## src/rtl/nem_ohmux_sel_seq.sv

```systemverilog
// Select sequencer for the NEM one-hot inverting mux.
// Converts binary select requests into one-hot relay drives with
// break-before-make dead time and a settle interval before SEL_VALID.
module nem_ohmux_sel_seq #(
    parameter int N_IN     = 4,
    parameter int SEL_W    = 2,
    parameter int T_BREAK  = 3,
    parameter int T_SETTLE = 5
) (
    input  logic             CLK,
    input  logic             RST,
    input  logic             REQ_VALID,
    output logic             REQ_READY,
    input  logic [SEL_W-1:0] REQ_SEL,
    input  logic             REQ_OFF,
    output logic [N_IN-1:0]  S,
    output logic             SEL_VALID,
    output logic [SEL_W-1:0] CUR_SEL,
    output logic             REQ_ERR
);

    localparam int CNT_MAX = (T_BREAK > T_SETTLE) ? T_BREAK : T_SETTLE;
    localparam int CNT_W   = $clog2(CNT_MAX + 1);

    localparam logic [SEL_W:0]   N_IN_L     = (SEL_W+1)'(N_IN);
    localparam logic [CNT_W-1:0] BREAK_LAST  = CNT_W'(T_BREAK - 1);
    localparam logic [CNT_W-1:0] SETTLE_LAST = CNT_W'(T_SETTLE - 1);

    typedef enum logic [1:0] {
        ST_OFF    = 2'd0,
        ST_BREAK  = 2'd1,
        ST_SETTLE = 2'd2,
        ST_ON     = 2'd3
    } state_t;

    state_t           state_q;
    logic [CNT_W-1:0] cnt_q;
    logic [N_IN-1:0]  s_q;
    logic             sel_valid_q;
    logic [SEL_W-1:0] cur_sel_q;
    logic             req_err_q;
    logic             pend_off_q;
    logic [SEL_W-1:0] pend_sel_q;

    logic accept_d;
    logic req_bad_d;
    logic req_off_d;

    // Decode the incoming request: out-of-range selects are treated as "open all".
    always_comb begin
        accept_d  = REQ_VALID && REQ_READY;
        req_bad_d = !REQ_OFF && ({1'b0, REQ_SEL} >= N_IN_L);
        req_off_d = REQ_OFF || req_bad_d;
    end

    // Binary index to one-hot relay drive.
    function automatic logic [N_IN-1:0] onehot(input logic [SEL_W-1:0] k);
        logic [N_IN-1:0] r;
        r = '0;
        for (int i = 0; i < N_IN; i++) begin
            if (SEL_W'(i) == k) r[i] = 1'b1;
        end
        return r;
    endfunction

    // Requests are only taken while no relay transition is in flight.
    assign REQ_READY = (state_q == ST_OFF) || (state_q == ST_ON);

    // Sequencer FSM with registered relay drive and status outputs.
    always_ff @(posedge CLK) begin
        if (RST) begin
            state_q     <= ST_OFF;
            cnt_q       <= '0;
            s_q         <= '0;
            sel_valid_q <= 1'b0;
            cur_sel_q   <= '0;
            req_err_q   <= 1'b0;
            pend_off_q  <= 1'b0;
            pend_sel_q  <= '0;
        end else begin
            req_err_q <= accept_d && req_bad_d;
            case (state_q)
                ST_OFF: begin
                    if (accept_d && !req_off_d) begin
                        s_q       <= onehot(REQ_SEL);
                        cur_sel_q <= REQ_SEL;
                        cnt_q     <= '0;
                        state_q   <= ST_SETTLE;
                    end
                end
                ST_SETTLE: begin
                    if (cnt_q == SETTLE_LAST) begin
                        cnt_q       <= '0;
                        sel_valid_q <= 1'b1;
                        state_q     <= ST_ON;
                    end else begin
                        cnt_q <= cnt_q + 1'b1;
                    end
                end
                ST_ON: begin
                    // Re-selecting the closed path is a no-op; anything else breaks first.
                    if (accept_d && (req_off_d || (REQ_SEL != cur_sel_q))) begin
                        s_q         <= '0;
                        sel_valid_q <= 1'b0;
                        pend_off_q  <= req_off_d;
                        pend_sel_q  <= REQ_SEL;
                        cnt_q       <= '0;
                        state_q     <= ST_BREAK;
                    end
                end
                ST_BREAK: begin
                    if (cnt_q == BREAK_LAST) begin
                        cnt_q <= '0;
                        if (pend_off_q) begin
                            state_q <= ST_OFF;
                        end else begin
                            s_q       <= onehot(pend_sel_q);
                            cur_sel_q <= pend_sel_q;
                            state_q   <= ST_SETTLE;
                        end
                    end else begin
                        cnt_q <= cnt_q + 1'b1;
                    end
                end
                default: begin
                    state_q <= ST_OFF;
                    s_q     <= '0;
                end
            endcase
        end
    end

    assign S         = s_q;
    assign SEL_VALID = sel_valid_q;
    assign CUR_SEL   = cur_sel_q;
    assign REQ_ERR   = req_err_q;

endmodule
```

## config.mk

```make
export PLATFORM = sky130hd
export DESIGN_NAME = nem_ohmux_sel_seq
export DESIGN_NICKNAME = d
export VERILOG_FILES = /design/src/rtl/nem_ohmux_sel_seq.sv
export SDC_FILE = /design/constraint.sdc
export NUM_CORES = 1
export LEC_CHECK = 0
export CORE_ASPECT_RATIO = 1.4
export CORE_MARGIN = 1
export CORE_UTILIZATION = 47
export DETAILED_ROUTE_END_ITERATION = 12
export PLACE_DENSITY = 0.74
export SETUP_SLACK_MARGIN = 0.1
export SYNTH_ARGS = -nofsm -noshare
export SYNTH_HDL_FRONTEND = slang
export SYNTH_SLANG_ARGS = --single-unit
```

## constraint.sdc

```tcl
create_clock -name CLK -period 2.05 [get_ports CLK]
set_clock_uncertainty 0.2 [all_clocks]
set_input_delay 0.3075 -clock CLK [delete_from_list [all_inputs] [get_ports CLK]]
set_output_delay 0.3075 -clock CLK [all_outputs]
set_load 0.02 [all_outputs]
```

### Word level (Yosys, flattened, before mapping)

Index checks and enable logic that the tools add are counted.

* bits in registers: 15
* input port bits: 6
* output and inout port bits: 9
* word-level logic and storage cells: 74

* add/sub/neg operators: 1
* eq/ne operators: 17
* multiplexer cells: 31
* reduce and logical (&&, ||, !) cells: 18

Operators by type and width (count)
* $mux 2: 8
* $mux 4: 4
* $mux 3: 4
* $pmux 3 s4: 1
* $pmux 4 s3: 1
* $mux 1: 10
* $eq 2x2->1 const A: 4
* $pmux 2 s4: 1
* $reduce_and 4->1: 2
* $logic_not 2->1: 3
* $ne 2x2->1 const B: 3
* $reduce_and 5->1: 1
* $eq 1x2->1 const A: 2
* $eq 2x2->1 const B: 2
* $ne 2x1->1 const B: 2
* $pmux 2 s2: 1
* $reduce_and 2->1: 2
* $reduce_bool 2->1: 2
* $add 3x1->3 const B: 1
* $eq 3x2->1 const B: 1
* $eq 3x3->1 const B: 1
* $logic_and 1x1->1: 3
* $reduce_and 3->1: 1
* $reduce_bool 3->1: 1
* 5 further kinds: 6

### Longest topological paths before layout

* depth in word-level cells: 6
* depth in mapped cells: 7
* mapped depth without buffers: 6

### Worst setup path before layout

OpenSTA, ideal clock, no wires.

* kind: register -> register
* start: register state_q[0]
* end: register state_q[1]
* library setup time: 95 ps
* arrival: 1823 ps
* required time: 1755 ps
* slack: -68 ps
* stages on the path, launching flop included: 7
* path buffers: 0
* clock period less this slack: 2118 ps
* cell sequence: dfxtp_1 > inv_1 > ha_1 > nor2b_1 > a21oi_1 > or4_1 > a221oi_1

* longest elaborated chain between the ends: 6
* elaborated cells between the ends (all ways): 14
* those cells by class: eq/ne: 7; mux: 1; reduce/logical: 6

Ends and longest elaborated chain
* start: declaration: line 36 `state_t state_q;`
* start signal: assignment: line 72 `state_q <= ST_OFF;`
* start signal: assignment: line 88 `state_q <= ST_SETTLE;`
* start signal: assignment: line 95 `state_q <= ST_ON;`
* $eq 2x2->1 or $logic_not 2->1 (tied branches): line 67, 82
* $logic_or 1x1->1: line 67 `assign REQ_READY = (state_q == ST_OFF) || (state_q == ST_ON);`
* $logic_and 1x1->1: line 51 `accept_d = REQ_VALID && REQ_READY;`
* $logic_and 1x1->1, on equally long branches: line 102, 84
* $ne 2x1->1 (no line)
* $reduce_and 4->1 (no line)

Several ways; a longest one is shown, not always the timed one.
A chain may end at the register's enable or synchronous reset.

### Final worst setup path

* start: register state_q[1]
* end: register state_q[1]

The elaborated chain is that of the path after synthesis.

==> results <==
- For the worst setup path, the data required time is 2.07 ns.
- The first-pass iteration count of the detailed router is 4.
- Leaving out fill and tap cells, the most frequent cell in the layout is sky130_fd_sc_hd__buf_4.
- Data on the critical path arrives at its endpoint at 2.05 ns.
- Across the run, the number of max-cap violations was 0.
- The width of the die is approximately 40 um.
- Counting flops with a built-in enable in the synthesized netlist gives 0.
- The initial antenna violation count is 0.
- The number of clock buffers added by TritonCTS is 3.
- TritonCTS built the clock tree.
- The terminating pin of the worst hold path is S[1]$_SDFFE_PP0P_.
- For this run the aggregate overflow at the end of global routing stands at 0.
- The number of library cell types mapped by synthesis is 40.
- After the first detailed-routing iteration, the DRC count stood at 53.
- The minimum hold slack is about 0.27 ns.
- After clock tree synthesis, the clock-pin slew on the worst setup and hold paths is 0.11 ns.
- The post-route netlist has 45.1% of its cells at a drive strength greater than 1.
- The area of the multi-input gates is 774 um^2.
- The final count of hold timing violations is 0.
- The maximum number of buffers from clock root to sink is 2.
- The total core area is 0.00197 mm^2.
- For this design the static power due to leakage is between 0.6 and 0.7 nW.
- Counting every net in the synthesized netlist gives 130.
- The clock latency at the later pin of the worst-skew pair is 0.31 ns.
- The count of nets left with antenna violations once routing finished came out at 0.
- Across the VDD grid, the largest voltage drop is between 800 and 900 uV.
- The first-pass GRT wire length is between 4000 and 5000 um.
- Hold repair after CTS inserted 0 buffers.
- The mean area per synthesized cell is around 8.4 um^2.
- The leading register cell type out of synthesis is sky130_fd_sc_hd__dfxtp_1.
- The die outline height is 56.2 um.
- The number of warning messages in the yosys log is 0.
- The final critical path time including I/O delays and setup is roughly 2.0 ns.
- The cell count after placement is 180.
- The pin count of the biggest net entering global routing is 11.
- The floorplan step defined a die boundary enclosing about 0.0023 mm^2.
- The detailed-route wire length per cell is roughly 16 um.
- For this run, design rule violations remaining after detail routing come to 0.
- After synthesis, flip-flops and latches occupy 30.5% of the total area.
- CTS placed an instance of sky130_fd_sc_hd__clkbuf_4 at the clock tree root.
- The worst hold path belongs to the class flip-flop to flip-flop.
- The post-synthesis cell count is ~120.
- The number of cells on the worst reg-to-reg path is 6.
- The wire-length estimate of the detail-placed layout is 2190 um.
- STA classifies the critical path endpoint as a flip-flop.
- The number of max-slew violations in the final report is 0.
- The sequential cells in the finished layout cover a total of between 300 and 400 um^2.
- The count of buffers added on input and output ports is 13.
- The worst pin sits at a relative slew slack of approximately two thirds.
- The startpoint identified for the worst hold timing path is S[1]$_SDFFE_PP0P_.
- The area growth from synthesis to layout is 59.6%.
- Counting every sink on the clock net gives 15.
- The final wirelength is about 3000 um.
- For this configuration, the core starts out at a cell density of between 40 and 50%.
- The startpoint identified for the worst register-to-register timing path is state_q[1]$_SDFFE_PP0P_.
- The routability congestion estimate from global placement is 0.914.
- The antenna cell count is 0.
- Leaving out filler cells and counting taps, the final layout contains 185.
- The via total after detailed routing is between 1,000 and 1,500.
- Setup violations remaining at the end of the flow were counted as 0.
- The critical setup path kind is flip-flop to flip-flop.
- The final net count is 178.
- The power density over the cells is around 1100 mW/mm^2.
- The endpoint identified for the worst register-to-register timing path is state_q[1]$_SDFFE_PP0P_.
- The netlist area before placement is ~990 um^2.
- After detailed routing, the number of vias per cell comes to ~5.9.
- The number of inserted filler cells in the final layout is between 100 and 150.
- The I/O pin count is 15.
- In the layout the commonest cells are sky130_fd_sc_hd__buf_4 (33), sky130_fd_sc_hd__clkdlybuf4s50_1 (12), sky130_fd_sc_hd__dfxtp_1 (11), sky130_fd_sc_hd__nor2_1 (9), sky130_fd_sc_hd__inv_1 (7).
- Static timing analysis puts the maximum clock frequency at ~490 MHz.
- Setup repair after global routing could not meet its margin everywhere.
- The flow ran to the end, and the final reports show no timing, DRC or antenna violations.
- For flop-to-flop paths, the worst setup slack is 0.01 ns.
- The depth of the CTS H-tree is 1.
- The async set or reset register ratio after synthesis is 0%.
- The worst hold path was traced through 2 stages.
- The count of state elements after synthesis is 15.
- The worst setup path is launched from a flip-flop.
- Dividing the final minimum period by the clock period gives just under 100%.
- The global routing usage summed across all routing layers is just under 30%.
- The total number of placement rows is 19.
- The worst-path maximum fanout is 6.
- The number of global-route vias before repair came to between 1,000 and 1,500.
- At the pin with the least slew margin, the transition time is between 0.4 and 0.5 ns.
kinds of logic (layout without fill, tap and decap cells):
kind of cell    count (synthesis)  after routing  share of synthesized area, %
mux                             7              7                          7.36
other cells                     1              1                         0.380
xor+xnor                        2              2                          1.78
flops                          15             15                          30.5
compound gates                 32             32                          22.1
fa+ha+maj                       7              7                          8.88
buf+inv                        15             62                          6.85
simple gates                   38             38                          22.2
critical path, cell delays in order, from the launching register on:
cell and delay [ns]:
sky130_fd_sc_hd__dfxtp_2 0.37, sky130_fd_sc_hd__buf_4 0.15, sky130_fd_sc_hd__ha_4 0.17, sky130_fd_sc_hd__nor2b_1 0.14, sky130_fd_sc_hd__and3_4 0.18, sky130_fd_sc_hd__or4_1 0.51
sky130_fd_sc_hd__a221oi_1 0.23
metrics by stage:
stage	total power, mW	setup slack (ns)	TNS (ns)	area (um^2)	utilization, %
after floorplan	0.884	0.0625	0	1020	-
after CTS	1.53	0.00325	0	1470	74.6
after global routing	1.79	-0.0424	-0.0733	1570	79.8
after global placement	1.31	-0.0915	-0.361	1400	71.0
after detailed placement	1.32	-0.137	-0.662	1400	71.0
final	1.68	0.0145	0	1570	79.8
worst max-delay path by stage:
stage / from / end / slack [ns] / depth (start not counted)
2_1_floorplan: cnt_q[0]$_SDFFE_PP0P_ / S[2]$_SDFFE_PP0P_ / 0.06 / 6
3_3_place_gp: REQ_SEL[0] / state_q[1]$_SDFFE_PP0P_ / -0.09 / 5
3_5_place_dp: REQ_SEL[0] / state_q[1]$_SDFFE_PP0P_ / -0.14 / 5
4_1_cts: cnt_q[0]$_SDFFE_PP0P_ / S[2]$_SDFFE_PP0P_ / 0.003 / 6
5_1_grt: cnt_q[0]$_SDFFE_PP0P_ / S[2]$_SDFFE_PP0P_ / -0.04 / 6
6_report: state_q[1]$_SDFFE_PP0P_ / state_q[1]$_SDFFE_PP0P_ / 0.01 / 6
sequential cells by signal, summed over array words and instances (netlist names):
name	flops
pend_sel_q	2
S	4
cnt_q	3
SEL_VALID	1
CUR_SEL	2
pend_off_q	1
state_q	2
Yosys cell counts, drive strengths merged, types with 2 or more instances:
cell type  count  area (um^2)
o31ai          3         22.5
nor3           2         10.0
nand2          5         18.8
o21ai          4         20.0
nor2           9         33.8
a211oi         3         22.5
mux2i          5         50.1
nand4          5         31.3
ha             7         87.6
buf            3         22.5
mux2           2         22.5
clkbuf         2         7.51
inv           10         37.5
xnor2          2         17.5
a31oi          3         18.8
dfxtp         15          300
nand2b         2         12.5
a311oi         2         17.5
nor2b          5         31.3
or3b           2         17.5
or4            2         15.0
a21oi          9         45.0
cell type report:
cell class | count | share of cell area (%)
Timing Repair Buffer | 48 | 25.1
Clock inverter | 1 | 0.477
Multi-Input combinational cell | 87 | 49.2
Sequential cell | 15 | 19.6
Inverter | 10 | 2.54
Clock buffer | 3 | 1.43
Tap cell | 21 | 1.67
timing repair:
action / in CTS / in global routing
pin swaps: 2 / 13
cloned: 0 / 0
buffers inserted: 0 / 1
endpoints found under the setup margin: 11 / 16
resized for setup: 13 / 21
routing by layer:
layer	GRT usage, %	share of wire, %
met3	6.40	5.5
met2	48.1	53
met5	0	0
met4	10.5	3.1
met1	35.5	38
report_power, final:
group / internal [mW] / switching (mW)
clock network: 0.0745 / 0.120
logic: 0.567 / 0.521
registers: 0.349 / 0.0502
Power figures use the tool's default switching activity.
